**src/rtl/fb_sched_pkg.sv**
```systemverilog
// -----------------------------------------------------------------------------
// fb_sched_pkg
// Shared types and constants for the framebuffer write scheduler.
//   FB_ADDR_W    : framebuffer address width (19 bits, covers up to 512K pixels)
//   FB_DATA_W    : pixel width (8 bpp)
//   FB_DEPTH_VGA : 640x480 pixel count, the default clear sweep length
//   fb_addr_t    : framebuffer address
//   fb_pixel_t   : framebuffer pixel
//   sched_state_t: scheduler FSM state (IDLE arbitrates, CLEAR sweeps)
// -----------------------------------------------------------------------------
package fb_sched_pkg;

    localparam int FB_ADDR_W    = 19;
    localparam int FB_DATA_W    = 8;
    localparam int FB_DEPTH_VGA = 307200;

    typedef logic [FB_ADDR_W-1:0] fb_addr_t;
    typedef logic [FB_DATA_W-1:0] fb_pixel_t;

    typedef enum logic {
        IDLE  = 1'b0,
        CLEAR = 1'b1
    } sched_state_t;

endpackage : fb_sched_pkg

```
**src/rtl/rr_priority_picker.sv**
```systemverilog
// -----------------------------------------------------------------------------
// rr_priority_picker
// Purely combinational round-robin picker: finds the first asserted request
// searching upward from ptr_i and wrapping modulo NUM_REQ.
// Ports:
//   req_i       : request vector
//   ptr_i       : index with highest priority this cycle (must be < NUM_REQ)
//   grant_o     : one-hot grant, zero when no request is asserted
//   grant_idx_o : binary index of the granted request (0 when none)
//   any_grant_o : high when some request is granted
// -----------------------------------------------------------------------------
module rr_priority_picker #(
    parameter int NUM_REQ = 3,
    parameter int PTR_W   = (NUM_REQ > 1) ? $clog2(NUM_REQ) : 1
) (
    input  logic [NUM_REQ-1:0] req_i,
    input  logic [PTR_W-1:0]   ptr_i,
    output logic [NUM_REQ-1:0] grant_o,
    output logic [PTR_W-1:0]   grant_idx_o,
    output logic               any_grant_o
);

    // cand[k] is the requester examined at search position k (ptr + k mod N).
    logic [PTR_W-1:0] cand [NUM_REQ];
    logic [PTR_W:0]   cand_sum [NUM_REQ];
    logic [NUM_REQ-1:0] rot_req;

    genvar gi;
    generate
        for (gi = 0; gi < NUM_REQ; gi++) begin : g_rotate
            assign cand_sum[gi] = {1'b0, ptr_i} + (PTR_W+1)'(gi);
            // The sum never reaches 2*NUM_REQ, so a single subtract wraps it.
            assign cand[gi] = (cand_sum[gi] >= (PTR_W+1)'(NUM_REQ))
                            ? PTR_W'(cand_sum[gi] - (PTR_W+1)'(NUM_REQ))
                            : cand_sum[gi][PTR_W-1:0];
            assign rot_req[gi] = req_i[cand[gi]];
        end
    endgenerate

    // Lowest search position wins: scan downward so the last hit is kept.
    always_comb begin
        any_grant_o = 1'b0;
        grant_idx_o = '0;
        for (int k = NUM_REQ - 1; k >= 0; k--) begin
            if (rot_req[k]) begin
                any_grant_o = 1'b1;
                grant_idx_o = cand[k];
            end
        end
        grant_o = '0;
        if (any_grant_o) begin
            grant_o[grant_idx_o] = 1'b1;
        end
    end

endmodule : rr_priority_picker

```
**src/rtl/framebuffer_write_scheduler.sv**
```systemverilog
// -----------------------------------------------------------------------------
// framebuffer_write_scheduler
// Shares the single framebuffer write port between NUM_REQ requesters using
// round-robin arbitration, and provides a clear engine that fills the whole
// framebuffer (FB_DEPTH addresses) with one colour at one write per clock.
// Ports:
//   clock, reset               : application clock, synchronous active-high reset
//   req_valid/address/data     : packed per-requester write requests
//   req_ready                  : one-hot grant (combinational), transfer on valid&ready
//   clear_start, clear_color   : clear request pulse and its fill colour
//   clear_busy                 : high for exactly the FB_DEPTH clear write cycles
//   framebuffer_write_*        : registered write port towards the shell
// -----------------------------------------------------------------------------
module framebuffer_write_scheduler
    import fb_sched_pkg::*;
#(
    parameter int NUM_REQ  = 3,
    parameter int FB_DEPTH = FB_DEPTH_VGA
) (
    input  logic                           clock,
    input  logic                           reset,
    input  logic [NUM_REQ-1:0]             req_valid,
    input  logic [NUM_REQ*FB_ADDR_W-1:0]   req_address,
    input  logic [NUM_REQ*FB_DATA_W-1:0]   req_data,
    output logic [NUM_REQ-1:0]             req_ready,
    input  logic                           clear_start,
    input  logic [FB_DATA_W-1:0]           clear_color,
    output logic                           clear_busy,
    output logic                           framebuffer_write_clock,
    output logic                           framebuffer_write_signal,
    output logic [FB_ADDR_W-1:0]           framebuffer_write_address,
    output logic [FB_DATA_W-1:0]           framebuffer_write_data
);

    localparam int       PTR_W     = $clog2(NUM_REQ);
    localparam fb_addr_t LAST_ADDR = fb_addr_t'(FB_DEPTH - 1);

    sched_state_t     state_q, state_d;
    logic [PTR_W-1:0] rr_ptr_q, rr_ptr_d;
    fb_addr_t         clr_cnt_q, clr_cnt_d;
    fb_pixel_t        clr_color_q, clr_color_d;
    logic             wr_sig_q, wr_sig_d;
    fb_addr_t         wr_addr_q, wr_addr_d;
    fb_pixel_t        wr_data_q, wr_data_d;

    logic [NUM_REQ-1:0] pick_grant;
    logic [PTR_W-1:0]   pick_idx;
    logic               pick_any;
    logic               arb_en;

    // Unpacked views of the flat request buses.
    fb_addr_t  req_addr_arr [NUM_REQ];
    fb_pixel_t req_data_arr [NUM_REQ];

    genvar gi;
    generate
        for (gi = 0; gi < NUM_REQ; gi++) begin : g_unpack
            assign req_addr_arr[gi] = req_address[gi*FB_ADDR_W +: FB_ADDR_W];
            assign req_data_arr[gi] = req_data[gi*FB_DATA_W +: FB_DATA_W];
        end
    endgenerate

    rr_priority_picker #(
        .NUM_REQ (NUM_REQ),
        .PTR_W   (PTR_W)
    ) u_picker (
        .req_i       (req_valid),
        .ptr_i       (rr_ptr_q),
        .grant_o     (pick_grant),
        .grant_idx_o (pick_idx),
        .any_grant_o (pick_any)
    );

    // Arbitration only in IDLE; a clear request in the same cycle wins, and
    // nothing is granted while reset is held so no transfer is lost to it.
    assign arb_en    = (state_q == IDLE) && !clear_start && !reset;
    assign req_ready = arb_en ? pick_grant : '0;

    // ---------------- state register ----------------
    always_ff @(posedge clock) begin
        if (reset) begin
            state_q <= IDLE;
        end else begin
            state_q <= state_d;
        end
    end

    // ---------------- next-state logic ----------------
    always_comb begin
        state_d = state_q;
        case (state_q)
            IDLE:    if (clear_start) state_d = CLEAR;
            CLEAR:   if (clr_cnt_q == LAST_ADDR) state_d = IDLE;
            default: state_d = IDLE;
        endcase
    end

    // ---------------- output / datapath logic ----------------
    // clr_cnt_q always holds the address currently shown on the write port
    // during a clear, so the sweep ends on the cycle address FB_DEPTH-1 is out.
    always_comb begin
        rr_ptr_d    = rr_ptr_q;
        clr_cnt_d   = clr_cnt_q;
        clr_color_d = clr_color_q;
        wr_sig_d    = 1'b0;
        wr_addr_d   = wr_addr_q;
        wr_data_d   = wr_data_q;
        case (state_q)
            IDLE: begin
                if (clear_start) begin
                    // First clear write is issued straight from the accept cycle.
                    clr_color_d = clear_color;
                    clr_cnt_d   = '0;
                    wr_sig_d    = 1'b1;
                    wr_addr_d   = '0;
                    wr_data_d   = clear_color;
                end else if (pick_any) begin
                    wr_sig_d  = 1'b1;
                    wr_addr_d = req_addr_arr[pick_idx];
                    wr_data_d = req_data_arr[pick_idx];
                    rr_ptr_d  = (pick_idx == PTR_W'(NUM_REQ - 1))
                              ? '0 : pick_idx + PTR_W'(1);
                end
            end
            CLEAR: begin
                if (clr_cnt_q != LAST_ADDR) begin
                    clr_cnt_d = clr_cnt_q + fb_addr_t'(1);
                    wr_sig_d  = 1'b1;
                    wr_addr_d = clr_cnt_q + fb_addr_t'(1);
                    wr_data_d = clr_color_q;
                end
            end
            default: ;
        endcase
    end

    // ---------------- datapath registers ----------------
    always_ff @(posedge clock) begin
        if (reset) begin
            rr_ptr_q    <= '0;
            clr_cnt_q   <= '0;
            clr_color_q <= '0;
            wr_sig_q    <= 1'b0;
            wr_addr_q   <= '0;
            wr_data_q   <= '0;
        end else begin
            rr_ptr_q    <= rr_ptr_d;
            clr_cnt_q   <= clr_cnt_d;
            clr_color_q <= clr_color_d;
            wr_sig_q    <= wr_sig_d;
            wr_addr_q   <= wr_addr_d;
            wr_data_q   <= wr_data_d;
        end
    end

    assign clear_busy                = (state_q == CLEAR);
    assign framebuffer_write_clock   = clock;
    assign framebuffer_write_signal  = wr_sig_q;
    assign framebuffer_write_address = wr_addr_q;
    assign framebuffer_write_data    = wr_data_q;

endmodule : framebuffer_write_scheduler

```
**config.mk**
```make
export PLATFORM = sky130hd
export DESIGN_NAME = framebuffer_write_scheduler
export DESIGN_NICKNAME = d
export VERILOG_FILES = /design/src/rtl/fb_sched_pkg.sv /design/src/rtl/rr_priority_picker.sv /design/src/rtl/framebuffer_write_scheduler.sv
export SDC_FILE = /design/constraint.sdc
export NUM_CORES = 1
export LEC_CHECK = 0
export ABC_CLOCK_PERIOD_IN_PS = 4600
export CAP_MARGIN = 25
export CORE_MARGIN = 5
export CORE_UTILIZATION = 50
export DETAILED_ROUTE_END_ITERATION = 16
export PLACE_DENSITY = 0.94
export SYNTH_ARGS = -nofsm -noshare
export SYNTH_HDL_FRONTEND = slang
export SYNTH_SLANG_ARGS = --single-unit
```
**constraint.sdc**
```tcl
create_clock -name clock -period 4.6 [get_ports clock]
set_input_delay 0.92 -clock clock [delete_from_list [all_inputs] [get_ports clock]]
set_output_delay 0.92 -clock clock [all_outputs]
set_load 0.005 [all_outputs]
```
# Word-level counts from Yosys, hierarchy flattened
# Cells that the tools add are included.
# op_classes
add_sub_neg,7
n_eq_ne,6
n_reduce_logical,9
magnitude_cmp,9
n_bitwise,3
mux,43
# op_table
cell,count
two-way mux 19 bit,6
one-hot mux 19 bit (2 select lines),2
two-way mux 8 bit,5
binary-select mux 19 bit (select 2 bit),1
"adder 19 x 1 -> 19 bit, second input constant",1
"== test 19 bit, second input constant",1
"inequality test 19 bit, second input constant",1
binary-select mux 8 bit (select 2 bit),1
one-hot mux 8 bit (2 select lines),1
two-way mux 2 bit,7
"< comparator 2 x 3 -> 1 bit, second input constant",4
two-way mux 1 bit,12
binary-select mux 1 bit (select 2 bit),3
">= comparator 3 x 2 -> 1 bit, second input constant",2
two-way mux 3 bit,2
AND reduction 2 bit,3
"subtractor 2 bit, second input constant",3
one-hot mux 1 bit (2 select lines),2
"adder 2 x 1 -> 3 bit, second input constant",1
"adder 2 x 2 -> 3 bit, second input constant",1
">= comparator 3 bit, second input constant",1
logical AND 1 bit,3
"inequality test 3 bit, second input constant",1
NOT 2 -> 3 bit,1
other kinds (10),12
# totals
ff_bits,58
out_inout_bits,33
in_bits,95
elab_cells,84

# Depth between registers and ports, before layout
# Gate-level depths: netlist (run 1).
# logic_depth
word_depth,15
ltp_mapped,11
ltp_nobuf,8

# Cells and area by module
# Synthesis (run 1) repeated with hierarchy kept, for this count alone.
# unflattened
hier_cells,453
hier_area_um2,3652.3
# by_module_without_submodules
mod,seq_area_each_um2,n_inst,cells_per_inst,area_per_inst_um2
framebuffer_write_scheduler,1161.1,1,425,3433.3
rr_priority_picker,0.0,1,28,219.0

==> metrics.json, run 1 <==
{
  "status": "completed",
  "synth-adder-area-share": 0.01339,
  "synth_compound_area_frac": 0.2550,
  "clkLatencyLatePin_ns": 0.44,
  "cts_repair_resize_count": 0,
  "die_w_um": 96.47,
  "timing.rr.end": "framebuffer_write_address[10]",
  "worst_tran_pin_value_ns": 1.027,
  "min_period_over_period": 0.9108,
  "synthCells": 471,
  "initialDrtViolationCount": 465,
  "worst_clock_skew_ns": 0.007479,
  "postSynthAreaPerCell_um2": 7.938,
  "hold-path-cell-count": 2,
  "worstHoldEndpoint": "clr_color_q[3]",
  "finalSetupViolCount": 0,
  "clkSlewWorstSetupHoldPaths_ns": 0.06,
  "floorplan.core_area_um2": 7253,
  "worst_r2r_start": "clear_busy",
  "report.final.hold_viol_count": 0,
  "synth_fp_nets": 570,
  "yosys.cell_types.count": 58,
  "r2r_setup_slack_ns": 1.08,
  "drv_cap": 0,
  "filler_cell_count": 506,
  "routed_via_density": 6.224,
  "cts_tree": "built",
  "largest_family_of_logic_cells_by_synthesized_area": "compound AO/OA/AOI/OAI gates",
  "clock.fmax_mhz": 238.7,
  "io_pins": 128,
  "grt-ovfl-total": 0,
  "area_delta_synth_final_pct": 40.50,
  "vias_in_the_first_global_route": 4104,
  "aggregate_negative_setup_slack_ns": 0,
  "drt-wirelength-per-cell_um": 19.25,
  "detailed_place_hpwl_um": 9524,
  "power_density_nw_per_um2": 291.8,
  "worst_ep_arrival_time_ns": 3.27,
  "drt_wl_total_um": 13230,
  "synth_top_flop_cell": "sky130_fd_sc_hd__dfxtp_1",
  "period_needed_ns": 4.190,
  "placed_cells": 668,
  "buffer_ports.inserted": 127,
  "synth_xor_xnor_area_share": 0.03748,
  "initial_core_util": 0.5154,
  "drt_first_pass_iters": 5,
  "synthMuxAreaShare": 0.08802,
  "critical_path_class": "input pin to output pin",
  "register_bit_total_from_synthesis": 58,
  "fin_hold_ws_ns": 0.4589,
  "cts-hold-fix-buffers": 0,
  "synth_simple_gate_area_frac": 0.2410,
  "cp-end-kind": "output pin",
  "worst-path-max-fanout": 9,
  "grt_start_max_net_pins": 55,
  "critical_path_required_ns": 3.68,
  "synth_warnings": 0,
  "unrepaired_setup_endpoints_after_global_routing": "false",
  "peakVddDrop_mv": 0.2336,
  "leakagePower_nw": 1.937,
  "antenna_found_initial": 0,
  "synth_enable_flop_cells": 0,
  "async_reset_ff_frac": 0,
  "postRouteAntennaNets": 0,
  "via_count": 4276,
  "final_layout_size_suffix_gt1_frac": 0.08163,
  "final-max-slew-violation-count": 0,
  "timing.slew.headroom": 0.3128,
  "postCtsSetupBuffers": 0,
  "ys_seq_area_frac": 0.3106,
  "worst_hold_startpoint": "clr_color_q[3]",
  "cp-start-kind": "input pin",
  "syn-cell-area_um2": 3739,
  "finalNonFillerCells": 687,
  "min_delay_worst_type": "flip-flop to flip-flop",
  "grt_first_pass_wirelength_um": 20000,
  "nNetsFinal": 682,
  "die_h_um": 96.47,
  "timing.reg2reg.worst_path_depth": 7,
  "detail_route.drc_violations": 0,
  "groute.usage.overall": 0.2790,
  "antenna-diode-count": 0,
  "rows": 31,
  "gp_congestion": 0.8487,
  "floorplan.die_area_um2": 9306
}
[layout make-up]
| class | count | area [um2] | area share |
|---|---|---|---|
| repair buffers | 134 | 1316 | 0.2506 |
| multi-input cells | 368 | 2387 | 0.4545 |
| well taps | 99 | 123.9 | 0.02358 |
| clock inverters | 2 | 10.01 | 0.001906 |
| flip-flops and latches | 58 | 1161 | 0.2211 |
| clock buffers | 18 | 224.0 | 0.04264 |
| inverters | 8 | 30.03 | 0.005717 |
[metal layers]
layer  up-vias  GRT usage  routed length (um)  share of wire
li1       1967          -                   -              -
met1      1985     0.3351                5021           0.38
met2       268     0.4563                6404           0.48
met3        56    0.06739                1246          0.094
met4         0     0.1554                 554          0.042
met5         -          0                   0              0
[report_power, final]
part           internal, mW  switching (mW)
clock network         0.308           0.213
registers             0.535          0.0203
logic                 0.234           0.221
total                  1.08           0.455
[metrics by stage]
step                power (mW)  setup WS (ns)    util  instance area [um2]
detailed placement       1.029         0.4541  0.6933                 5029
floorplan               0.8222          1.269       -                 3739
global placement         1.007         0.6182  0.6933                 5029
finish                   1.533         0.4102  0.7242                 5253
global route             1.604         0.2551  0.7242                 5253
CTS                      1.534         0.4403  0.7242                 5253
[cell usage after synthesis, types with 8 or more instances]
library cell / count / area (um2)
sky130_fd_sc_hd__a211oi_1: 15 / 112.6
sky130_fd_sc_hd__a21boi_0: 8 / 60.06
sky130_fd_sc_hd__a21oi_1: 33 / 165.2
sky130_fd_sc_hd__a222oi_1: 10 / 100.1
sky130_fd_sc_hd__and3_1: 8 / 50.05
sky130_fd_sc_hd__buf_2: 10 / 50.05
sky130_fd_sc_hd__clkbuf_1: 22 / 82.58
sky130_fd_sc_hd__dfxtp_1: 58 / 1161
sky130_fd_sc_hd__inv_1: 8 / 30.03
sky130_fd_sc_hd__mux2_2: 15 / 168.9
sky130_fd_sc_hd__mux2i_1: 16 / 160.2
sky130_fd_sc_hd__nand2_1: 61 / 229.0
sky130_fd_sc_hd__nand3_1: 14 / 70.07
sky130_fd_sc_hd__nor2_1: 48 / 180.2
sky130_fd_sc_hd__nor4_1: 10 / 62.56
sky130_fd_sc_hd__o21ai_0: 15 / 75.07
sky130_fd_sc_hd__or3_1: 8 / 50.05
sky130_fd_sc_hd__xnor2_1: 13 / 113.9
[cells by family after synthesis]
group / Yosys count
XOR/XNOR: 16
buffers and inverters: 45
multiplexers: 31
adder cells (fa/ha/maj): 4
flip-flops: 58
AO/OA/AOI/OAI: 131
AND/OR/NAND/NOR: 186
[layout by cell type, fill, tap and decap left out, drive strengths merged, types with 16 or more instances in the layout]
master / instances
a21oi: 33
clkbuf: 17
clkdlybuf4s50: 126
dfxtp: 58
mux2i: 16
nand2: 61
nor2: 48
o21ai: 16
[how the worst max path moves through the flow]
stage,startpoint,end,cells past startpoint
2_1_floorplan,clock,framebuffer_write_clock,1
3_3_place_gp,req_valid[1],req_ready[2],6
3_5_place_dp,req_valid[1],req_ready[2],6
4_1_cts,req_valid[1],req_ready[2],6
5_1_grt,req_valid[1],req_ready[2],6
6_report,req_valid[1],req_ready[2],6
[state kept, by name (all words and copies together) (netlist names)]
name / count
framebuffer_write_signal: 1
clr_cnt_q: 19
rr_ptr_q: 2
framebuffer_write_address: 19
clr_color_q: 8
clear_busy: 1
framebuffer_write_data: 8
[critical path, cell delays in order]
cell and delay [ns]:
sky130_fd_sc_hd__clkdlybuf4s50_1 0.55, sky130_fd_sc_hd__mux2i_1 0.29, sky130_fd_sc_hd__o21ai_1 0.19, sky130_fd_sc_hd__o41ai_2 0.67, sky130_fd_sc_hd__nor3_1 0.16, sky130_fd_sc_hd__clkdlybuf4s50_1 0.48
Note: power is estimated with default switching activity, not from simulation.
==> run 2, diff against run 1 <==
- CORE_ASPECT_RATIO: not set -> 0.9
- CORE_MARGIN: 5 -> 3
==> run 2 against run 1 <==
Worst setup slack got worse by 0.027 ns. Sequential power about the same. Core utilization increased by 0.78 points. Clock-buffer cell count decreased by 5. Critical path depth unchanged. Sequential share of layout area increased by 0.085 points. Non-clock buffer count unchanged. Final cell count decreased by 0.87%. Die area decreased by 8.1%. Critical path type unchanged.
==> metrics.json, run 2 (synthesis gave the netlist of run 1 again) <==
{
  "worst_hold_startpoint": {"value": "clr_color_q[3]", "change": "unchanged"},
  "detailed_place_hpwl": {"value": 9264, "unit": "um", "change": "was 9524 um"},
  "initialDrtViolationCount": {"value": 470, "change": "was 465"},
  "report.final.hold_viol_count": {"value": 0, "change": "unchanged"},
  "switching_fraction": {"value": 0.3145, "change": "was 0.2967"},
  "aggregate_negative_setup_slack": {"value": 0, "unit": "ns", "change": "unchanged"},
  "hold-path-cell-count": {"value": 2, "change": "unchanged"},
  "drt_first_pass_iters": {"value": 7, "change": "was 5"},
  "rows": {"value": 29, "change": "was 31"},
  "grt-ovfl-total": {"value": 0, "change": "unchanged"},
  "cts_repair_resize_count": {"value": 0, "change": "unchanged"},
  "layout.cells.most_common_list": {"value": "126 x sky130_fd_sc_hd__clkdlybuf4s50_1, 61 x sky130_fd_sc_hd__nand2_1, 58 x sky130_fd_sc_hd__dfxtp_1, 48 x sky130_fd_sc_hd__nor2_1, 33 x sky130_fd_sc_hd__a21oi_1", "change": "unchanged"},
  "clkLatencyLatePin": {"value": 0.45, "unit": "ns", "change": "was 0.44 ns"},
  "power.combinational.fraction": {"value": 0.301, "change": "was 0.297"},
  "r2r_setup_slack": {"value": 0.97, "unit": "ns", "change": "was 1.08 ns"},
  "min_delay_worst_type": {"value": "flip-flop to flip-flop", "change": "unchanged"},
  "critical_path_required": {"value": 3.68, "unit": "ns", "change": "about the same"},
  "timing.slew.headroom": {"value": 0.3064, "change": "was 0.3128"},
  "nNetsFinal": {"value": 682, "change": "unchanged"},
  "postCtsSetupBuffers": {"value": 0, "change": "unchanged"},
  "gp_congestion": {"value": 0.9142, "change": "was 0.8487"},
  "finalNonFillerCells": {"value": 681, "change": "was 687"},
  "clockPowerShare": {"value": 0.330, "change": "was 0.340"},
  "peakVddDrop": {"value": 0.3956, "unit": "mV", "change": "was 0.2336 mV"},
  "detail_route.drc_violations": {"value": 0, "change": "unchanged"},
  "final-max-slew-violation-count": {"value": 0, "change": "unchanged"},
  "worst_clock_skew": {"value": 0.006590, "unit": "ns", "change": "was 0.007479 ns"},
  "antenna_found_initial": {"value": 0, "change": "unchanged"},
  "leakagePower": {"value": 1.921, "unit": "nW", "change": "was 1.937 nW"},
  "min_period_over_period": {"value": 0.9167, "change": "was 0.9108"},
  "drv_cap": {"value": 0, "change": "unchanged"},
  "postRouteAntennaNets": {"value": 0, "change": "unchanged"},
  "final_layout_size_suffix_gt1_frac": {"value": 0.08503, "change": "was 0.08163"},
  "worst_tran_pin_value": {"value": 1.037, "unit": "ns", "change": "was 1.027 ns"},
  "worst-path-max-fanout": {"value": 9, "change": "unchanged"},
  "total_switching_power": {"value": 0.4738, "unit": "mW", "change": "was 0.4547 mW"},
  "sequentialPowerShare": {"value": 0.368, "change": "was 0.363"},
  "area_delta_synth_final": {"value": 39.96, "unit": "%", "change": "was 40.50%"},
  "vias_in_the_first_global_route": {"value": 4034, "change": "was 4,104"},
  "worst_r2r_start": {"value": "clr_cnt_q[0]", "change": "was clear_busy"},
  "grt_start_max_net_pins": {"value": 45, "change": "was 55"},
  "placed_cells": {"value": 662, "change": "was 668"},
  "period_needed": {"value": 4.217, "unit": "ns", "change": "was 4.190 ns"},
  "initial_core_util": {"value": 0.5230, "change": "was 0.5154"},
  "groute.usage.overall": {"value": 0.2893, "change": "was 0.2790"},
  "antenna-diode-count": {"value": 0, "change": "unchanged"},
  "critical_path_class": {"value": "input pin to output pin", "change": "unchanged"},
  "timing.rr.end": {"value": "framebuffer_write_address[9]", "change": "was framebuffer_write_address[10]"},
  "floorplan.die_area": {"value": 8553, "unit": "um2", "change": "was 9306 um2"},
  "via_count": {"value": 4260, "change": "was 4,276"},
  "drt_wl_total": {"value": 12760, "unit": "um", "change": "was 13,230 um"},
  "unrepaired_setup_endpoints_after_global_routing": {"value": "false", "change": "unchanged"},
  "worstHoldEndpoint": {"value": "clr_color_q[3]", "change": "unchanged"},
  "drt-wirelength-per-cell": {"value": 18.74, "unit": "um", "change": "was 19.25 um"},
  "filler_cell_count": {"value": 530, "change": "was 506"},
  "buffer_ports.inserted": {"value": 127, "change": "unchanged"},
  "cp-start-kind": {"value": "input pin", "change": "unchanged"},
  "power_density": {"value": 287.9, "unit": "nW/um2", "change": "was 291.8 nW/um2"},
  "clock.fmax": {"value": 237.1, "unit": "MHz", "change": "was 238.7 MHz"},
  "commonest_non_fill_non_tap_cell_in_the_layout": {"value": "sky130_fd_sc_hd__clkdlybuf4s50_1", "change": "unchanged"},
  "floorplan.core_area": {"value": 7148, "unit": "um2", "change": "was 7253 um2"},
  "finalSetupViolCount": {"value": 0, "change": "unchanged"},
  "cp-end-kind": {"value": "output pin", "change": "unchanged"},
  "utilization": {"value": 0.7320, "change": "was 0.7242"},
  "cts_tree": {"value": "built", "change": "unchanged"},
  "die_h": {"value": 88.04, "unit": "um", "change": "was 96.47 um"},
  "routed_via_density": {"value": 6.256, "change": "was 6.224"},
  "intPower": {"value": 1.033, "unit": "mW", "change": "was 1.078 mW"},
  "cts-hold-fix-buffers": {"value": 0, "change": "unchanged"},
  "grt_first_pass_wirelength": {"value": 19860, "unit": "um", "change": "was 20,000 um"},
  "io_pins": {"value": 128, "change": "unchanged"},
  "timing.reg2reg.worst_path_depth": {"value": 7, "change": "unchanged"},
  "status": {"value": "completed", "change": "unchanged"},
  "worst_ep_arrival_time": {"value": 3.30, "unit": "ns", "change": "was 3.27 ns"},
  "die_w": {"value": 97.15, "unit": "um", "change": "was 96.47 um"},
  "clkSlewWorstSetupHoldPaths": {"value": 0.07, "unit": "ns", "change": "was 0.06 ns"}
}
[run 2: worst max-delay path by stage]
stage / from / cells after the start / endpoint
CTS: req_valid[1] / 6 / req_ready[2]
finish: req_valid[1] / 6 / req_ready[2]
floorplan: clock / 1 / framebuffer_write_clock
detailed placement: req_valid[1] / 6 / req_ready[2]
global placement: req_valid[1] / 6 / req_ready[2]
global route: req_valid[1] / 6 / req_ready[2]
[run 2: final cells by class]
class	count	area (um2)	area share
Sequential cell	58	1161	0.2219
Timing Repair Buffer	134	1316	0.2516
Clock buffer	13	175.2	0.03348
Multi-Input combinational cell	368	2387	0.4562
Tap cell	93	116.4	0.02224
Clock inverter	7	46.29	0.008847
Inverter	8	30.03	0.005739
[run 2: routing by layer]
layer / up-vias / GRT usage / share of wire
li1: 1970 / - / -
met1: 2017 / 0.3554 / 0.41
met2: 237 / 0.4937 / 0.48
met3: 36 / 0.06927 / 0.080
met4: 0 / 0.1186 / 0.024
met5: - / 0 / 0
[run 2: critical path, stage by stage]
cell	delay [ns]
sky130_fd_sc_hd__clkdlybuf4s50_1	0.65
sky130_fd_sc_hd__mux2i_1	0.17
sky130_fd_sc_hd__o21ai_1	0.36
sky130_fd_sc_hd__o41ai_2	0.21
sky130_fd_sc_hd__nor3_1	0.39
sky130_fd_sc_hd__clkdlybuf4s50_1	0.58
[run 2: power groups by stage]
stage / Clock (mW) / Sequential [mW] / Combinational [mW]
2_1_floorplan: 0.0141 / 0.564 / 0.244
3_3_place_gp: 0.0183 / 0.565 / 0.427
3_5_place_dp: 0.0183 / 0.566 / 0.446
4_1_cts: 0.499 / 0.555 / 0.448
5_1_grt: 0.527 / 0.558 / 0.489
6_report: 0.497 / 0.555 / 0.454
[run 2: metrics by stage]
step / total power [mW] / worst slack [ns] / hold WS (ns) / cell area [um2]
5_1_grt: 1.574 / 0.2893 / 0.4726 / 5233
3_5_place_dp: 1.030 / 0.4306 / 0.4469 / 5021
3_3_place_gp: 1.010 / 0.6165 / 0.4417 / 5021
6_report: 1.507 / 0.3831 / 0.4582 / 5233
2_1_floorplan: 0.8222 / 1.269 / 0.4366 / 3739
4_1_cts: 1.502 / 0.4135 / 0.4569 / 5233
